File: config.mk
export PLATFORM = sky130hd
export DESIGN_NAME = vram_port_arbiter
export DESIGN_NICKNAME = d
export VERILOG_FILES = /design/src/rtl/vram_port_arbiter.sv
export SDC_FILE = /design/constraint.sdc
export NUM_CORES = 1
export LEC_CHECK = 0
export ABC_AREA = 1
export BUFFER_PORTS_ARGS = -buffer_cell sky130_fd_sc_hd__clkbuf_2
export CAP_MARGIN = 30
export CORE_MARGIN = 3
export CORE_UTILIZATION = 51
export CTS_CLUSTER_DIAMETER = 60
export CTS_CLUSTER_SIZE = 16
export DETAILED_ROUTE_END_ITERATION = 16
export PLACE_DENSITY = 0.84
export SETUP_SLACK_MARGIN = 0.02
export SYNTH_ARGS = -nofsm -noshare
export SYNTH_HDL_FRONTEND = slang
export SYNTH_SLANG_ARGS = --single-unit
File: constraint.sdc
create_clock -name CLK -period 3.1 [get_ports CLK]
set_clock_uncertainty 0.15 [all_clocks]
set_input_delay 0.31 -clock CLK [delete_from_list [all_inputs] [get_ports CLK]]
set_output_delay 0.31 -clock CLK [all_outputs]
set_load 0.05 [all_outputs]
File: src/rtl/vram_port_arbiter.sv
// VRAM port A arbiter: round-robin valid/ready sharing between two requesters,
// tagged read returns and a full-frame clear engine. Option: VRAM_ARB_FIXED_PRIO_EN.
module vram_port_arbiter #(
    parameter int TOTAL_BYTES = 230400,
    parameter int ADDR_W      = 18
) (
    input  logic              CLK,
    input  logic              RST,

    input  logic              R0_VALID,
    output logic              R0_READY,
    input  logic              R0_WE,
    input  logic [ADDR_W-1:0] R0_ADDR,
    input  logic [7:0]        R0_WDATA,
    output logic              R0_RVALID,
    output logic [7:0]        R0_RDATA,

    input  logic              R1_VALID,
    output logic              R1_READY,
    input  logic              R1_WE,
    input  logic [ADDR_W-1:0] R1_ADDR,
    input  logic [7:0]        R1_WDATA,
    output logic              R1_RVALID,
    output logic [7:0]        R1_RDATA,

    input  logic              CLEAR_START,
    input  logic [7:0]        CLEAR_VALUE,
    output logic              CLEAR_BUSY,
    output logic              CLEAR_DONE,

    output logic [ADDR_W-1:0] VRAM_ADDR,
    output logic [7:0]        VRAM_DATA,
    output logic              VRAM_WE,
    input  logic [7:0]        VRAM_Q
);

    localparam logic [ADDR_W-1:0] LAST_ADDR = ADDR_W'(TOTAL_BYTES - 1);
    localparam logic [ADDR_W:0]   FILL_END  = (ADDR_W + 1)'(TOTAL_BYTES);

    typedef enum logic {
        IDLE,
        CLEAR
    } state_t;

    state_t            state;
    state_t            state_next;

    logic              grant0;
    logic              grant1;
    logic              accept;
    logic              clear_go;
    logic              fill_last;
    logic [ADDR_W:0]   fill_count;
    logic [7:0]        fill_value;

    logic              sel_owner;
    logic              sel_we;
    logic [ADDR_W-1:0] sel_addr;
    logic [7:0]        sel_wdata;
    logic              sel_oor;

    logic              ret_valid1;
    logic              ret_owner1;
    logic              ret_oor1;
    logic              ret_valid2;
    logic              ret_owner2;
    logic              ret_oor2;

    assign accept = grant0 | grant1;

`ifdef VRAM_ARB_FIXED_PRIO_EN
    // Fixed priority needs no fairness history.
`else
    // last holds the most recent winner; reset to R1 so R0 takes the first tie.
    logic last;

    always_ff @(posedge CLK) begin
        if (RST) begin
            last <= 1'b1;
        end else if (accept) begin
            last <= grant1;
        end
    end
`endif

    always_ff @(posedge CLK) begin
        if (RST) begin
            state <= IDLE;
        end else begin
            state <= state_next;
        end
    end

    // A clear request pre-empts arbitration; requests are also held off during
    // the CLEAR_DONE cycle so a blocked requester is taken the cycle after it.
    always_comb begin
        state_next = state;
        grant0     = 1'b0;
        grant1     = 1'b0;
        clear_go   = 1'b0;
        fill_last  = 1'b0;
        case (state)
            IDLE: begin
                if (CLEAR_START) begin
                    clear_go   = 1'b1;
                    state_next = CLEAR;
                end else if (!CLEAR_DONE) begin
`ifdef VRAM_ARB_FIXED_PRIO_EN
                    grant0 = R0_VALID;
                    grant1 = R1_VALID && !R0_VALID;
`else
                    grant0 = R0_VALID && (!R1_VALID || last);
                    grant1 = R1_VALID && (!R0_VALID || !last);
`endif
                end
            end
            CLEAR: begin
                if (fill_count == FILL_END) begin
                    fill_last  = 1'b1;
                    state_next = IDLE;
                end
            end
            default: state_next = IDLE;
        endcase
    end

    assign R0_READY   = grant0;
    assign R1_READY   = grant1;
    assign CLEAR_BUSY = (state == CLEAR);

    always_comb begin
        sel_owner = grant1;
        sel_we    = grant1 ? R1_WE    : R0_WE;
        sel_addr  = grant1 ? R1_ADDR  : R0_ADDR;
        sel_wdata = grant1 ? R1_WDATA : R0_WDATA;
        sel_oor   = (sel_addr > LAST_ADDR);
    end

    // The counter runs one ahead of the address on the port, so reaching
    // FILL_END means the final fill write is already on VRAM_ADDR.
    always_ff @(posedge CLK) begin
        if (RST) begin
            fill_count <= '0;
            fill_value <= 8'h00;
        end else if (clear_go) begin
            fill_count <= (ADDR_W + 1)'(1);
            fill_value <= CLEAR_VALUE;
        end else if (fill_last) begin
            fill_count <= '0;
        end else if (state == CLEAR) begin
            fill_count <= fill_count + 1'b1;
        end
    end

    always_ff @(posedge CLK) begin
        if (RST) begin
            VRAM_ADDR  <= '0;
            VRAM_DATA  <= 8'h00;
            VRAM_WE    <= 1'b0;
            CLEAR_DONE <= 1'b0;
        end else begin
            CLEAR_DONE <= fill_last;
            if (clear_go) begin
                VRAM_ADDR <= '0;
                VRAM_DATA <= CLEAR_VALUE;
                VRAM_WE   <= 1'b1;
            end else if ((state == CLEAR) && !fill_last) begin
                VRAM_ADDR <= fill_count[ADDR_W-1:0];
                VRAM_DATA <= fill_value;
                VRAM_WE   <= 1'b1;
            end else if (accept) begin
                VRAM_ADDR <= sel_addr;
                VRAM_DATA <= sel_wdata;
                VRAM_WE   <= sel_we && !sel_oor;
            end else begin
                VRAM_WE   <= 1'b0;
            end
        end
    end

    // Two-stage owner tag lines up with the RAM's one-cycle read latency.
    always_ff @(posedge CLK) begin
        if (RST) begin
            ret_valid1 <= 1'b0;
            ret_owner1 <= 1'b0;
            ret_oor1   <= 1'b0;
            ret_valid2 <= 1'b0;
            ret_owner2 <= 1'b0;
            ret_oor2   <= 1'b0;
        end else begin
            ret_valid1 <= accept && !sel_we;
            ret_owner1 <= sel_owner;
            ret_oor1   <= sel_oor;
            ret_valid2 <= ret_valid1;
            ret_owner2 <= ret_owner1;
            ret_oor2   <= ret_oor1;
        end
    end

    assign R0_RVALID = ret_valid2 && !ret_owner2;
    assign R1_RVALID = ret_valid2 && ret_owner2;
    assign R0_RDATA  = (R0_RVALID && !ret_oor2) ? VRAM_Q : 8'h00;
    assign R1_RDATA  = (R1_RVALID && !ret_oor2) ? VRAM_Q : 8'h00;

endmodule
==> impl_metrics.env, run 1 <==
export IMPL_cp_required_ns=3.19
export IMPL_areaGrowthSynthToFinish_pct=22.8
export IMPL_max_cap_violations=0
export IMPL_grt_max_degree=49
export IMPL_clk_latency_ns=0.34
export IMPL_dp_hpwl_um=7100
export IMPL_cp_num_cells=10
export IMPL_cts_root_buffer="clkbuf_8"
export IMPL_crit_type="reg -> reg"
export IMPL_status="finished, final reports clean"
export IMPL_synth_seq_cells=63
export IMPL_synth_area_um2=3480
export IMPL_cts_tree="built"
export IMPL_avgViaCountPerCell=5.17
export IMPL_setup_viol_count_final=0
export IMPL_grt_setup_unrepaired="no"
export IMPL_cts_sinks=63
export IMPL_worstPathArrival_ns=2.49
export IMPL_cp_end_kind="register"
export IMPL_fin_crit_ns=2.40
export IMPL_power_total_mw=2.03
export IMPL_r2r_slack_ns=0.70
export IMPL_ys_seq_area_share_pct=36.3
export IMPL_tightestPinTransition_ns=0.857
export IMPL_holdBufCountCts=0
export IMPL_syn_area_per_cell_um2=6.60
export IMPL_slew_headroom_pct=42.7
export IMPL_p_leak_nw=2.14
export IMPL_cp_num_buf_inv=1
export IMPL_hold_ws_ns=0.0724
export IMPL_critical_path_top_delay_family="simple AND/OR/NAND/NOR gates"
export IMPL_hold_class="in -> reg"
export IMPL_antenna_cells=0
export IMPL_route_vias_total=3743
export IMPL_yosys_warnings=0
export IMPL_crit_path_cell_trace="inv_1 -> ha_1 -> nand3_1 -> nor2_2 -> nand2_2 -> nand2_2 -> nand2_4 -> nand2_1 -> nand2_1 -> a21oi_2"
export IMPL_antenna_left=0
export IMPL_drive_above_1_share_pct=26.9
export IMPL_drtIter0Drc=239
export IMPL_r2r_start="fill_count[0]$_SDFFE_PP0P_"
export IMPL_core_area_um2=6490
export IMPL_slew_viol_final=0
export IMPL_vdd_drop_max_mv=0.337
export IMPL_setup_tns_ns=0
export IMPL_gp_congestion=0.843
export IMPL_crit_slowest_cell="nand2_2"
export IMPL_synth_cells=527
export IMPL_cts_repair_resized=0
export IMPL_rows=29
export IMPL_cts_buffer_depth=2
export IMPL_setup_worst_path_start="fill_count[0]$_SDFFE_PP0P_"
export IMPL_grt_pass1_vias=3175
export IMPL_grt_use_total_pct=23.8
export IMPL_slowest_delay_ns=0.56
export IMPL_path_max_fanout=48
export IMPL_finalCritPeriodShare_pct=77.4
export IMPL_routed_wl_um=9510
export IMPL_antenna_found_initial=0
export IMPL_first_pass_iters=5
export IMPL_fillers=562
export IMPL_die_h_um=88.6
export IMPL_post_cts_buffers=0
export IMPL_cp_endpoint="VRAM_DATA[2]$_SDFFE_PP0P_"
export IMPL_grt_pass1_wl_um=14600
export IMPL_die_x_um=88.6
export IMPL_initial_core_util_pct=53.5
export IMPL_io_pins=124
export IMPL_synth_top_area_share_pct=36.3
export IMPL_drc=0
export IMPL_synth_cell_type_count=34
export IMPL_cts_htree_levels=3
export IMPL_path_clk_slew_ns=0.07
export IMPL_yosys_area_top_type="dfxtp_1"
export IMPL_cts_buffers=9
export IMPL_holdPathStages=3
export IMPL_dieArea_um2=7840
export IMPL_io_buffers=123
export IMPL_reg2regPathDepth=10
export IMPL_rr_endpoint="VRAM_DATA[2]$_SDFFE_PP0P_"
export IMPL_nNetsFinal=719
export IMPL_wl_per_cell_um=13.1
export IMPL_fmax_mhz=417
export IMPL_netlist_top_cells_area="dfxtp_1, nand2_1, nand3_1"
export IMPL_grt_ovfl_total=0
export IMPL_finalHoldViolations=0
export IMPL_p_per_area_nw_per_um2=475
export IMPL_start_kind="register"
export IMPL_syn_num_nets=604
## metal layers
| layer | track usage, % | vias up | wire length (um) |
|---|---|---|---|
| met4 | 6.59 | 0 | 110 |
| li1 | - | 1898 | - |
| met1 | 27.8 | 1686 | 3900 |
| met5 | 0 | - | 0 |
| met3 | 5.03 | 12 | 693 |
| met2 | 43.9 | 147 | 4800 |
## area by class of cell
class                      instances  area, um2  area share [%]
clock buffer                      10        138            3.22
clock inverter                     6       60.1            1.41
inverter                          71        267            6.24
multi-input combinational        370       1800            42.2
sequential                        63       1260            29.5
tap                               77       96.3            2.26
timing repair buffer             127        646            15.1
## cell families after synthesis
| group | Yosys count | synth area share [%] |
|---|---|---|
| flops | 63 | 36.3 |
| xor+xnor | 7 | 1.76 |
| compound gates | 84 | 14.0 |
| fa+ha+maj | 2 | 0.720 |
| simple gates | 277 | 35.4 |
| buf+inv | 94 | 11.9 |
## Yosys cell counts
library cell	instances
a21boi_0	6
a21boi_1	2
a21oi_1	28
a21oi_2	8
a31oi_1	5
buf_1	2
buf_2	12
buf_4	2
buf_6	5
clkbuf_1	2
dfxtp_1	63
ha_1	2
inv_1	68
inv_2	3
nand2_1	130
nand2_2	5
nand2_4	1
nand3_1	54
nand3b_1	9
nand3b_2	1
nand4_1	2
nor2_1	60
nor2_2	8
nor2_4	2
nor3_1	1
nor3_4	1
o211ai_1	2
o21ai_0	24
o21ai_1	7
o21bai_1	2
or2_2	2
or3_1	1
xnor2_1	3
xor2_1	4
## tightest hold or removal path: cells and delay by family
kind            cells  cell delay, ns
buf+inv             1            0.08
simple gates        1            0.07
compound gates      1            0.06
## layout by cell type, fill, tap and decap left out, types with 2 or more instances in the layout
| master | instances |
|---|---|
| nand2_1 | 130 |
| clkbuf_2 | 123 |
| inv_1 | 68 |
| dfxtp_1 | 63 |
| nor2_1 | 60 |
| nand3_1 | 54 |
| a21oi_1 | 28 |
| o21ai_0 | 24 |
| clkbuf_8 | 10 |
| nand3b_1 | 9 |
| nor2_2 | 8 |
| a21oi_2 | 8 |
| o21ai_1 | 7 |
| a21boi_0 | 6 |
| nand2_2 | 5 |
| a31oi_1 | 5 |
| xor2_1 | 4 |
| buf_4 | 4 |
| inv_2 | 3 |
| xnor2_1 | 3 |
| clkinv_2 | 3 |
| nor2_4 | 2 |
| o211ai_1 | 2 |
| a21boi_1 | 2 |
| nand4_1 | 2 |
| o21bai_1 | 2 |
| or2_2 | 2 |
| ha_1 | 2 |
| clkinvlp_4 | 2 |
## state kept, by name (all words and copies together) (netlist names)
register / flops
CLEAR_BUSY: 1
CLEAR_DONE: 1
VRAM_ADDR: 18
VRAM_DATA: 8
VRAM_WE: 1
fill_count: 19
fill_value: 8
last: 1
ret_oor1: 1
ret_oor2: 1
ret_owner1: 1
ret_owner2: 1
ret_valid1: 1
ret_valid2: 1
## worst min-delay path by stage
stage | startpoint | to | slack, ns
2_1_floorplan | ret_oor1$_SDFF_PP0_ | ret_oor2$_SDFF_PP0_ | 0.24
3_3_place_gp | ret_owner1$_SDFF_PP0_ | ret_owner2$_SDFF_PP0_ | 0.24
3_5_place_dp | ret_owner1$_SDFF_PP0_ | ret_owner2$_SDFF_PP0_ | 0.24
4_1_cts | CLEAR_VALUE[3] | fill_value[3]$_SDFFE_PP0P_ | 0.06
5_1_grt | CLEAR_VALUE[2] | fill_value[2]$_SDFFE_PP0P_ | 0.07
6_report | CLEAR_VALUE[3] | fill_value[3]$_SDFFE_PP0P_ | 0.07
## per-stage QoR
stage          cells  area, um2  setup WS (ns)  utilization [%]
5_1_grt          724       4270          0.420             65.7
2_1_floorplan    527       3480          0.575                -
3_5_place_dp     708       4070          0.698             62.7
4_1_cts          724       4270          0.739             65.7
6_report         724       4270          0.701             65.7
3_3_place_gp     708       4070          0.675             62.7
## power breakdown
group / internal [mW] / total, mW / leakage (nW) / switching [mW]
sequential: 0.849 / 0.870 / 0.514 / 0.0210
combinational: 0.134 / 0.441 / 1.53 / 0.307
clock: 0.388 / 0.718 / 0.0981 / 0.330
total: 1.37 / 2.03 / 2.14 / 0.658
(Power assumes the default switching activity.)
==> run 2, diff against run 1 <==
--- a/config.mk
+++ b/config.mk
@@ -5,15 +5,15 @@
 export SDC_FILE = /design/constraint.sdc
 export NUM_CORES = 1
 export LEC_CHECK = 0
-export ABC_AREA = 1
+export ABC_AREA = 0
 export BUFFER_PORTS_ARGS = -buffer_cell sky130_fd_sc_hd__clkbuf_2
 export CAP_MARGIN = 30
 export CORE_MARGIN = 3
-export CORE_UTILIZATION = 51
+export CORE_UTILIZATION = 48
 export CTS_CLUSTER_DIAMETER = 60
 export CTS_CLUSTER_SIZE = 16
 export DETAILED_ROUTE_END_ITERATION = 16
-export PLACE_DENSITY = 0.84
+export PLACE_DENSITY = 0.82
 export SETUP_SLACK_MARGIN = 0.02
 export SYNTH_ARGS = -nofsm -noshare
 export SYNTH_HDL_FRONTEND = slang
==> constraint.sdc (replaced) <==
create_clock -name CLK -period 2.5 [get_ports CLK]
set_clock_uncertainty 0.15 [all_clocks]
set_input_delay 0.25 -clock CLK [delete_from_list [all_inputs] [get_ports CLK]]
set_output_delay 0.25 -clock CLK [all_outputs]
set_load 0.05 [all_outputs]
==> run 2 against run 1 <==
Net effect: synthesized cell count decreased by 29%; combinational power decreased by 5.9%; clock power increased by 14%; area after synthesis decreased by 13%; sequential power increased by 22%; critical path type unchanged; sequential share of layout area increased by 2.6 points; critical endpoint is now VRAM_ADDR[13]$_SDFFE_PP0P_; die area decreased by 6.6%; maximum frequency increased by 3.8%; routed wire length decreased by 10%; final cell count decreased by 21%; final area decreased by 8.0%; first-iteration DRC count decreased by 18%.
==> impl_metrics.env, run 2 <==
export IMPL_dp_worst_setup_slack_ns=0.202
export IMPL_grt_setup_unrepaired="no"
export IMPL_path_clk_slew_ns=0.06
export IMPL_antenna_left=0
export IMPL_start_kind="register"
export IMPL_status="finished, final reports clean"
export IMPL_cts_buffers=9
export IMPL_fin_crit_ns=2.31
export IMPL_grt_pass1_wl_um=13700
export IMPL_largest_reg_flops=19
export IMPL_areaGrowthSynthToFinish_pct=29.2
export IMPL_placed_cell_area_um2=3750
export IMPL_syn_num_nets=449
export IMPL_synth_async_sr_flop_share_pct=0
export IMPL_cts_sinks=63
export IMPL_antenna_cells=0
export IMPL_io_pins=124
export IMPL_synth_seq_cells=63
export IMPL_max_flop_register="fill_count"
export IMPL_max_cap_violations=0
export IMPL_synth_edf_count=0
export IMPL_crit_type="reg -> reg"
export IMPL_cts_buffer_depth=2
export IMPL_finalCritPeriodShare_pct=92.4
export IMPL_reg_top3="fill_count (19), VRAM_ADDR (18)"
export IMPL_setup_slack_ns=0.190
export IMPL_layout_common_cells="clkbuf_2, dfxtp_1, nand2_1, nor2_1, a21oi_1"
export IMPL_cts_htree_levels=3
export IMPL_drtIter0Drc=196
export IMPL_grt_pass1_vias=3072
export IMPL_slew_headroom_pct=48.8
export IMPL_post_cts_buffers=0
export IMPL_synth_cells=372
export IMPL_grt_use_total_pct=23.5
export IMPL_cts_tree="built"
export IMPL_drive_above_1_share_pct=30.9
export IMPL_p_leak_nw=1.75
export IMPL_grt_ovfl_total=0
export IMPL_die_h_um=85.6
export IMPL_syn_area_per_cell_um2=8.18
export IMPL_synth_area_um2=3040
export IMPL_slew_viol_final=0
export IMPL_cts_root_buffer="clkbuf_8"
export IMPL_synthTopCellsByCount="dfxtp_1, nand2_1, nor2_1"
export IMPL_ys_seq_area_share_pct=41.5
export IMPL_cts_repair_resized=0
export IMPL_antenna_found_initial=0
export IMPL_cp_required_ns=2.62
export IMPL_routed_wl_um=8550
export IMPL_initial_core_util_pct=50.5
export IMPL_dieArea_um2=7330
export IMPL_clk_latency_ns=0.34
export IMPL_holdBufCountCts=0
export IMPL_wl_per_cell_um=14.9
export IMPL_p_per_area_nw_per_um2=584
export IMPL_io_buffers=123
export IMPL_fmax_mhz=433
export IMPL_synth_top_area_share_pct=41.5
export IMPL_rows=28
export IMPL_drc=0
export IMPL_avgViaCountPerCell=5.55
export IMPL_grt_max_degree=28
export IMPL_nNetsFinal=572
export IMPL_setup_tns_ns=0
export IMPL_hold_class="in -> reg"
export IMPL_yosys_warnings=0
export IMPL_first_pass_iters=4
export IMPL_final_cell_area_um2=3930
export IMPL_dp_hpwl_um=6480
export IMPL_netlist_top_cells_area="dfxtp_1, nand2_1, nor2_1"
export IMPL_route_vias_total=3180
export IMPL_path_max_fanout=14
export IMPL_synth_top_flop_cell="dfxtp_1"
export IMPL_core_area_um2=6030
export IMPL_finalHoldViolations=0
export IMPL_die_x_um=85.6
export IMPL_worstPathArrival_ns=2.43
export IMPL_mostFrequentLayoutCell="clkbuf_2"
export IMPL_setup_viol_count_final=0
export IMPL_vdd_drop_max_mv=0.453
export IMPL_yosys_area_top_type="dfxtp_1"
export IMPL_tightestPinTransition_ns=0.765
export IMPL_cp_end_kind="register"
export IMPL_gp_congestion=0.866
export IMPL_synth_cell_type_count=43
export IMPL_synth_most_common_cell="dfxtp_1"
-- run 2: cell types whose count changed after synthesis, moves of 17 or more --
cell / change
nand2_1: -70
inv_1: -64
nand3_1: -38
nor2_1: -23
o21ai_0: -23
clkbuf_1: +19
and2_1: +17
-- run 2: path summary, 6_finish.rpt --
path / start / endpoint / slack, ns / depth (start not counted)
setup reg to reg: fill_count[5]$_SDFFE_PP0P_ / VRAM_ADDR[13]$_SDFFE_PP0P_ / 0.19 / 6
hold / removal: CLEAR_VALUE[7] / fill_value[7]$_SDFFE_PP0P_ / 0.02 / 3
setup / recovery: fill_count[5]$_SDFFE_PP0P_ / VRAM_ADDR[13]$_SDFFE_PP0P_ / 0.19 / 6
hold reg to reg: ret_oor1$_SDFF_PP0_ / ret_oor2$_SDFF_PP0_ / 0.29 / 1
-- run 2: cells by family (layout without fill, tap and decap cells) --
logic type,count (synthesis),after routing,synth area share (%)
and+or+nand+nor,182,182,28.7
AOI/OAI and AO/OA,68,68,16.5
DFF,63,63,41.5
buffers and inverters,30,156,4.36
xor gates and xnor gates,17,17,4.90
muxes,10,10,3.33
adders and majority gates,2,2,0.823
-- run 2: report_power, final --
| part | switching [mW] | total [mW] | internal [mW] |
|---|---|---|---|
| combinational | 0.271 | 0.415 | 0.144 |
| clock | 0.358 | 0.816 | 0.458 |
| sequential | 0.0201 | 1.06 | 1.04 |
| total | 0.648 | 2.29 | 1.65 |
-- run 2: per-stage QoR --
| step | utilization [%] | hold WS, ns | instances | power (mW) |
|---|---|---|---|---|
| finish | 65.2 | 0.0196 | 573 | 2.29 |
| global route | 65.2 | 0.00527 | 573 | 2.39 |
| floorplan | - | 0.263 | 372 | 1.36 |
| detailed placement | 62.2 | 0.276 | 559 | 1.50 |
| global placement | 62.2 | 0.268 | 559 | 1.49 |
| CTS | 65.2 | 0.00595 | 573 | 2.30 |
-- run 2: cell type report --
type	instances	area [um2]
flip-flops and latches	63	1260
clock buffers	14	183
well taps	75	93.8
repair buffers	138	728
multi-input cells	279	1650
fillers	520	2100
inverters	4	15.0
-- run 2: per-layer routing --
layer	track usage (%)	vias up	routed length (um)
met4	9.93	0	190
met5	0	-	0
met2	42.2	130	4450
li1	-	1561	-
met3	7.97	17	665
met1	24.9	1472	3250
-- run 2: worst max-delay path: stages, from the launching register on --
cell and delay [ns]:
dfxtp_1 0.35, or4b_1 0.51, or4_1 0.45, o21a_1 0.21
buf_4 0.18, a211o_1 0.24, a21oi_1 0.14
